[src/rtl/cpu_pc_pkg.sv]
// Shared definitions for the program-counter sequencer: address defaults,
// sequencer state encoding and the branch displacement helper.
package cpu_pc_pkg;

  localparam logic [31:0] RESET_PC_DEFAULT   = 32'h0000_3000;
  localparam logic [31:0] EXC_VECTOR_DEFAULT = 32'h0000_4180;

  typedef enum logic [1:0] {
    FETCH  = 2'd0,
    WAIT   = 2'd1,
    HOLD   = 2'd2,
    HALTED = 2'd3
  } pc_state_e;

  // Word offset to byte displacement, sign-extended to the full PC width.
  function automatic logic [31:0] branch_disp(input logic [15:0] off);
    return {{14{off[15]}}, off, 2'b00};
  endfunction

endpackage

[src/rtl/pc_target_join.sv]
// J-type jump target: keeps the 256 MB region of pc4 and replaces the rest
// with the word-aligned 26-bit index.
module pc_target_join (
  input  logic [3:0]  pc4_hi_i,
  input  logic [25:0] j_index_i,
  output logic [31:0] target_o
);

  assign target_o = {pc4_hi_i, j_index_i, 2'b00};

endmodule

[src/rtl/pc_sequencer.sv]
// Program counter owner: fetches through a req/ack memory port, hands the
// word to decode over valid/ready, and applies branch/jump/exception redirects.
module pc_sequencer
  import cpu_pc_pkg::*;
#(
  parameter logic [31:0] RESET_PC   = RESET_PC_DEFAULT,
  parameter logic [31:0] EXC_VECTOR = EXC_VECTOR_DEFAULT
) (
  input  logic        clk,
  input  logic        rst,
  output logic        imem_req,
  output logic [31:0] imem_addr,
  input  logic        imem_ack,
  input  logic [31:0] imem_rdata,
  output logic        instr_valid,
  output logic [31:0] instr,
  output logic [31:0] instr_pc,
  input  logic        id_ready,
  input  logic        br_take,
  input  logic [15:0] br_off,
  input  logic        j_take,
  input  logic [25:0] j_index,
  input  logic        jr_take,
  input  logic [31:0] jr_target,
  input  logic        exc_req,
  input  logic        halt,
  output logic [31:0] epc,
  output logic        halted
);

  pc_state_e   state_q, state_d;
  logic [31:0] pc_q, pc_d;
  logic [31:0] epc_q, epc_d;
  logic        exc_pend_q, exc_pend_d;
  logic [31:0] instr_q, instr_d;
  logic [31:0] instr_pc_q, instr_pc_d;
  logic        instr_valid_q, instr_valid_d;

  logic [31:0] pc4;
  logic [31:0] jump_target;
  logic [31:0] branch_target;
  logic [31:0] redirect_pc;
  logic        redirect_exc;

  assign pc4           = instr_pc_q + 32'd4;
  assign branch_target = pc4 + branch_disp(br_off);

  pc_target_join u_target_join (
    .pc4_hi_i  (pc4[31:28]),
    .j_index_i (j_index),
    .target_o  (jump_target)
  );

  // Redirect chosen at the decode handshake; a misaligned JR target is
  // raised as an exception rather than fetched.
  always_comb begin
    redirect_exc = 1'b0;
    redirect_pc  = pc4;
    if (exc_req) begin
      redirect_exc = 1'b1;
      redirect_pc  = EXC_VECTOR;
    end else if (jr_take) begin
      if (jr_target[1:0] != 2'b00) begin
        redirect_exc = 1'b1;
        redirect_pc  = EXC_VECTOR;
      end else begin
        redirect_pc = jr_target;
      end
    end else if (j_take) begin
      redirect_pc = jump_target;
    end else if (br_take) begin
      redirect_pc = branch_target;
    end
  end

  // NOTE: every next-state signal gets its hold value first so no path
  // through the case statement can leave one unassigned and infer a latch.
  always_comb begin
    state_d       = state_q;
    pc_d          = pc_q;
    epc_d         = epc_q;
    exc_pend_d    = exc_pend_q;
    instr_d       = instr_q;
    instr_pc_d    = instr_pc_q;
    instr_valid_d = instr_valid_q;

    case (state_q)
      FETCH: begin
        if (exc_req) begin
          epc_d = pc_q;
          pc_d  = EXC_VECTOR;
        end else begin
          state_d = WAIT;
        end
      end

      WAIT: begin
        if (imem_ack) begin
          // An exception seen on or before the ack throws the fetched word away.
          if (exc_pend_q || exc_req) begin
            epc_d      = pc_q;
            pc_d       = EXC_VECTOR;
            exc_pend_d = 1'b0;
            state_d    = FETCH;
          end else begin
            instr_d       = imem_rdata;
            instr_pc_d    = pc_q;
            instr_valid_d = 1'b1;
            state_d       = HOLD;
          end
        end else if (exc_req) begin
          exc_pend_d = 1'b1;
        end
      end

      HOLD: begin
        if (id_ready) begin
          instr_valid_d = 1'b0;
          pc_d          = redirect_pc;
          if (redirect_exc) begin
            epc_d = instr_pc_q;
          end
          state_d = (halt && !redirect_exc) ? HALTED : FETCH;
        end else if (exc_req) begin
          instr_valid_d = 1'b0;
          epc_d         = instr_pc_q;
          pc_d          = EXC_VECTOR;
          state_d       = FETCH;
        end
      end

      HALTED: begin
        state_d = HALTED;
      end

      default: begin
        state_d = FETCH;
      end
    endcase
  end

  // NOTE: state registers use non-blocking assignments so every flop samples
  // the pre-edge values regardless of statement order.
  always_ff @(posedge clk) begin
    if (rst) begin
      state_q       <= FETCH;
      pc_q          <= RESET_PC;
      epc_q         <= 32'h0;
      exc_pend_q    <= 1'b0;
      instr_q       <= 32'h0;
      instr_pc_q    <= 32'h0;
      instr_valid_q <= 1'b0;
    end else begin
      state_q       <= state_d;
      pc_q          <= pc_d;
      epc_q         <= epc_d;
      exc_pend_q    <= exc_pend_d;
      instr_q       <= instr_d;
      instr_pc_q    <= instr_pc_d;
      instr_valid_q <= instr_valid_d;
    end
  end

  // A request is withheld while reset is asserted and in the cycle an
  // exception retargets the pending fetch.
  assign imem_req    = !rst && (((state_q == FETCH) && !exc_req) || (state_q == WAIT));
  assign imem_addr   = pc_q;
  assign instr_valid = instr_valid_q;
  assign instr       = instr_q;
  assign instr_pc    = instr_pc_q;
  assign epc         = epc_q;
  assign halted      = (state_q == HALTED);

endmodule

[config.mk]
export PLATFORM = sky130hd
export DESIGN_NAME = pc_sequencer
export DESIGN_NICKNAME = d
export VERILOG_FILES = /design/src/rtl/cpu_pc_pkg.sv /design/src/rtl/pc_target_join.sv /design/src/rtl/pc_sequencer.sv
export SDC_FILE = /design/constraint.sdc
export NUM_CORES = 1
export LEC_CHECK = 0
export ABC_AREA = 1
export BUFFER_PORTS_ARGS = -buffer_cell sky130_fd_sc_hd__buf_4
export CORE_MARGIN = 2
export CORE_UTILIZATION = 59
export CTS_BUF_LIST = sky130_fd_sc_hd__clkbuf_16
export DETAILED_ROUTE_END_ITERATION = 8
export PLACE_DENSITY = 0.88
export SETUP_SLACK_MARGIN = 0.3
export SYNTH_ARGS = -nofsm -noshare
export SYNTH_HDL_FRONTEND = slang
export SYNTH_SLANG_ARGS = --single-unit
[constraint.sdc]
create_clock -name clk -period 4.7 [get_ports clk]
set_clock_uncertainty 0.1 [all_clocks]
set_input_delay 0.235 -clock clk [delete_from_list [all_inputs] [get_ports clk]]
set_output_delay 0.235 -clock clk [all_outputs]
set_load 0.02 [all_outputs]
==> impl_metrics.env <==
export IMPL_outcome="finished, final reports clean"
export IMPL_ys_seq_elements=132
export IMPL_cp_start_kind="flop"
export IMPL_placementRows=46
export IMPL_fin_crit_sh_pct=83.4
export IMPL_holdPathStages=3
export IMPL_clock_sinks=132
export IMPL_cts_hold_buf=6
export IMPL_cts_root_buf="clkbuf_16"
export IMPL_p_per_area_nw_per_um2=310
export IMPL_synth_warnings=0
export IMPL_cp_arrival_ns=4.17
export IMPL_core_um2=15900
export IMPL_pin_count=246
export IMPL_critPathKind="reg2reg"
export IMPL_cp_required_ns=4.95
export IMPL_clk_path_buf_depth=2
export IMPL_post_drt_wl_per_cell_um=20.3
export IMPL_drv_cap=0
export IMPL_ys_seq_area_share_pct=27.4
export IMPL_dieArea_um2=17400
export IMPL_syn_num_nets=1766
export IMPL_htree_levels=4
export IMPL_diodes=0
export IMPL_grtUsageTotal_pct=46.1
export IMPL_grt_pass1_wl_mm=64.1
export IMPL_holdPathEnd="instr[26]"
export IMPL_regToRegSetupSlack_ns=0.78
export IMPL_cts_setup_buffers=0
export IMPL_place_hpwl_mm=28.7
export IMPL_fmax_mhz=255
export IMPL_final_max_slew_violation_count=0
export IMPL_multi_input_comb_area_um2=6040
export IMPL_die_x_um=132
export IMPL_grt_max_degree=65
export IMPL_clk_pin_slew_ns=0.06
export IMPL_ir_drop_v=0.000326
export IMPL_vias=12700
export IMPL_final_nets=1968
export IMPL_hold_viol_final=0
export IMPL_finalSetupViolations=0
export IMPL_ant_nets=0
export IMPL_r2r_start="instr_pc[2]"
export IMPL_fillerInstances=1183
export IMPL_syn_avg_cell_area_um2=6.00
export IMPL_cts_buffers=17
export IMPL_synthCells=1609
export IMPL_dr_pass1_iters=7
export IMPL_maxSlewHeadroom_pct=23.0
export IMPL_cts_tree="built"
export IMPL_drive_above_1_share_pct=17.9
export IMPL_via_per_inst=6.24
export IMPL_drtIter0Drc=1798
export IMPL_gr_total_overflow=0
export IMPL_hold_path_class="in2reg"
export IMPL_synth_cell_types=43
export IMPL_io_buffers=245
export IMPL_routed_wl_mm=41.5
export IMPL_post_cts_resized=0
export IMPL_first_global_vias=12000
export IMPL_seqCellArea_um2=2640
export IMPL_antenna_found_initial=0
export IMPL_rsz0062_at_grt="false"
export IMPL_endpoint_kind="flop"
export IMPL_hp_start="imem_rdata[26]"
export IMPL_area_growth_pct=25.7
export IMPL_final_setup_tns_ns=0
export IMPL_total_power_mw=3.77
export IMPL_worst_pin_slew_ns=1.15
export IMPL_place_congestion=1.05
export IMPL_worst_r2r_path_depth=22
export IMPL_hold_worst_slack_ns=0.000188
export IMPL_period_needed_ns=3.92
export IMPL_chipHeight_um=132
export IMPL_clkLatencyLatePin_ns=0.42
export IMPL_p_leak_nw=5.83
export IMPL_drc_errors=0
export IMPL_start_util_pct=60.5
export IMPL_synth_cell_area_um2=9650
export IMPL_critPathMaxFanout=6
export IMPL_r2r_end="imem_addr[30]"
how the worst max path moves through the flow:
stage	slack [ns]	endpoint	startpoint
final	0.78	imem_addr[30]	instr_pc[2]
after floorplan	1.66	imem_addr[29]	instr_pc[2]
after global placement	0.96	imem_addr[30]	instr_pc[2]
after detailed placement	0.94	imem_addr[30]	instr_pc[2]
after global routing	0.56	imem_addr[30]	instr_pc[2]
after CTS	0.92	imem_addr[30]	instr_pc[2]
cell usage after synthesis, drive strengths merged:
cell     instances  share of area, %
dfxtp          132                27
nor3            13              0.88
o21a             1             0.078
a311oi           1             0.091
buf             20               1.1
nand2          509                20
o211ai          10              0.78
a211oi           2              0.16
and2             3              0.19
inv            173               6.8
nor2           133               5.8
clkbuf          57               2.2
fa               1              0.21
nand3          138               7.4
o31ai            2              0.16
clkinv           3              0.13
or2              2              0.13
ha              41               5.3
xnor2            1             0.091
o2111ai          1             0.091
o21bai           4              0.31
o22ai            1             0.065
xor2            20               1.9
a21oi          156               8.2
and3             1             0.065
a31oi           59               3.8
o21ai          112               5.8
a221oi           1             0.091
nand4           12              0.78
cells in the final DEF (no fill, tap or decap), types with 3 or more instances in the layout:
master and n:
nand2_1 499, buf_4 254, inv_1 167, a21oi_1 154, nand3_1 134, dfxtp_1 132, nor2_1 120, o21ai_0 105
a31oi_1 59, ha_1 41, xor2_1 19, clkbuf_16 17, nand4_1 12, nand2_2 10, o211ai_1 10, nor3_1 9
nor2_2 7, o21ai_1 7, nor2_4 6, dlygate4sd3_1 6, inv_2 5, clkinv_2 4, clkinv_1 4, o21bai_1 4
nor3_2 3, nand3_2 3, and2_1 3, inv_6 3, clkinvlp_4 3
flip-flops by register name, summed over array words and instances, names as in the netlist:
name / flops
instr: 32
exc_pend_q: 1
imem_addr: 32
state_q: 2
instr_pc: 32
instr_valid: 1
epc: 32
critical path, stage by stage (launching register included):
cell and delay [ns]:
dfxtp_1 0.46, ha_1 0.25, nand2_2 0.09, inv_1 0.10, nand3_1 0.10, inv_1 0.17
nand3_1 0.09, nor3_1 0.23, nand3_1 0.15, and2_1 0.17, ha_1 0.40, nand2_1 0.14
nor2_1 0.14, inv_1 0.10, nor3_1 0.38, nand3_1 0.17, nand3_1 0.11, nand3_1 0.07
nand2_1 0.08, nand2_1 0.08, nand2_1 0.08, nand2_1 0.06, a21oi_1 0.13
kinds of logic (layout without fill, tap and decap cells):
group	Yosys count	in the layout	synth area share, %
xor+xnor	21	21	1.98
fa+ha+maj	42	42	5.52
compound gates	350	350	19.6
simple gates	811	811	35.3
buf+inv	253	468	10.2
flops	132	132	27.4
layout make-up:
class / instances / area share, %
clock buffers: 17 / 3.51
clock inverters: 15 / 1.07
inverters: 176 / 5.47
multi-input cells: 1224 / 49.7
flip-flops and latches: 132 / 21.8
well taps: 216 / 2.23
repair buffers: 260 / 16.2
metrics by stage:
step | instance area (µm²) | util (%) | std cells | setup WS (ns)
after detailed placement | 11500 | 72.3 | 2002 | 0.943
after global placement | 11500 | 72.3 | 2002 | 0.958
after CTS | 12100 | 76.1 | 2040 | 0.916
after global routing | 12100 | 76.1 | 2040 | 0.559
after floorplan | 9650 | - | 1609 | 1.66
final | 12100 | 76.1 | 2040 | 0.781
layer usage:
layer | global-route usage (%) | wire length (µm) | up-vias
met1 | 56.0 | 14900 | 5711
li1 | - | - | 5669
met4 | 24.8 | 2690 | 0
met5 | 0 | 0 | -
met3 | 9.88 | 5200 | 255
met2 | 76.4 | 18700 | 1085
where the power goes:
part           switching [mW]  internal [mW]
combinational           0.728          0.400
clock                   0.550          0.730
sequential              0.131           1.23
total                    1.41           2.36
Power figures use the tool's default switching activity.
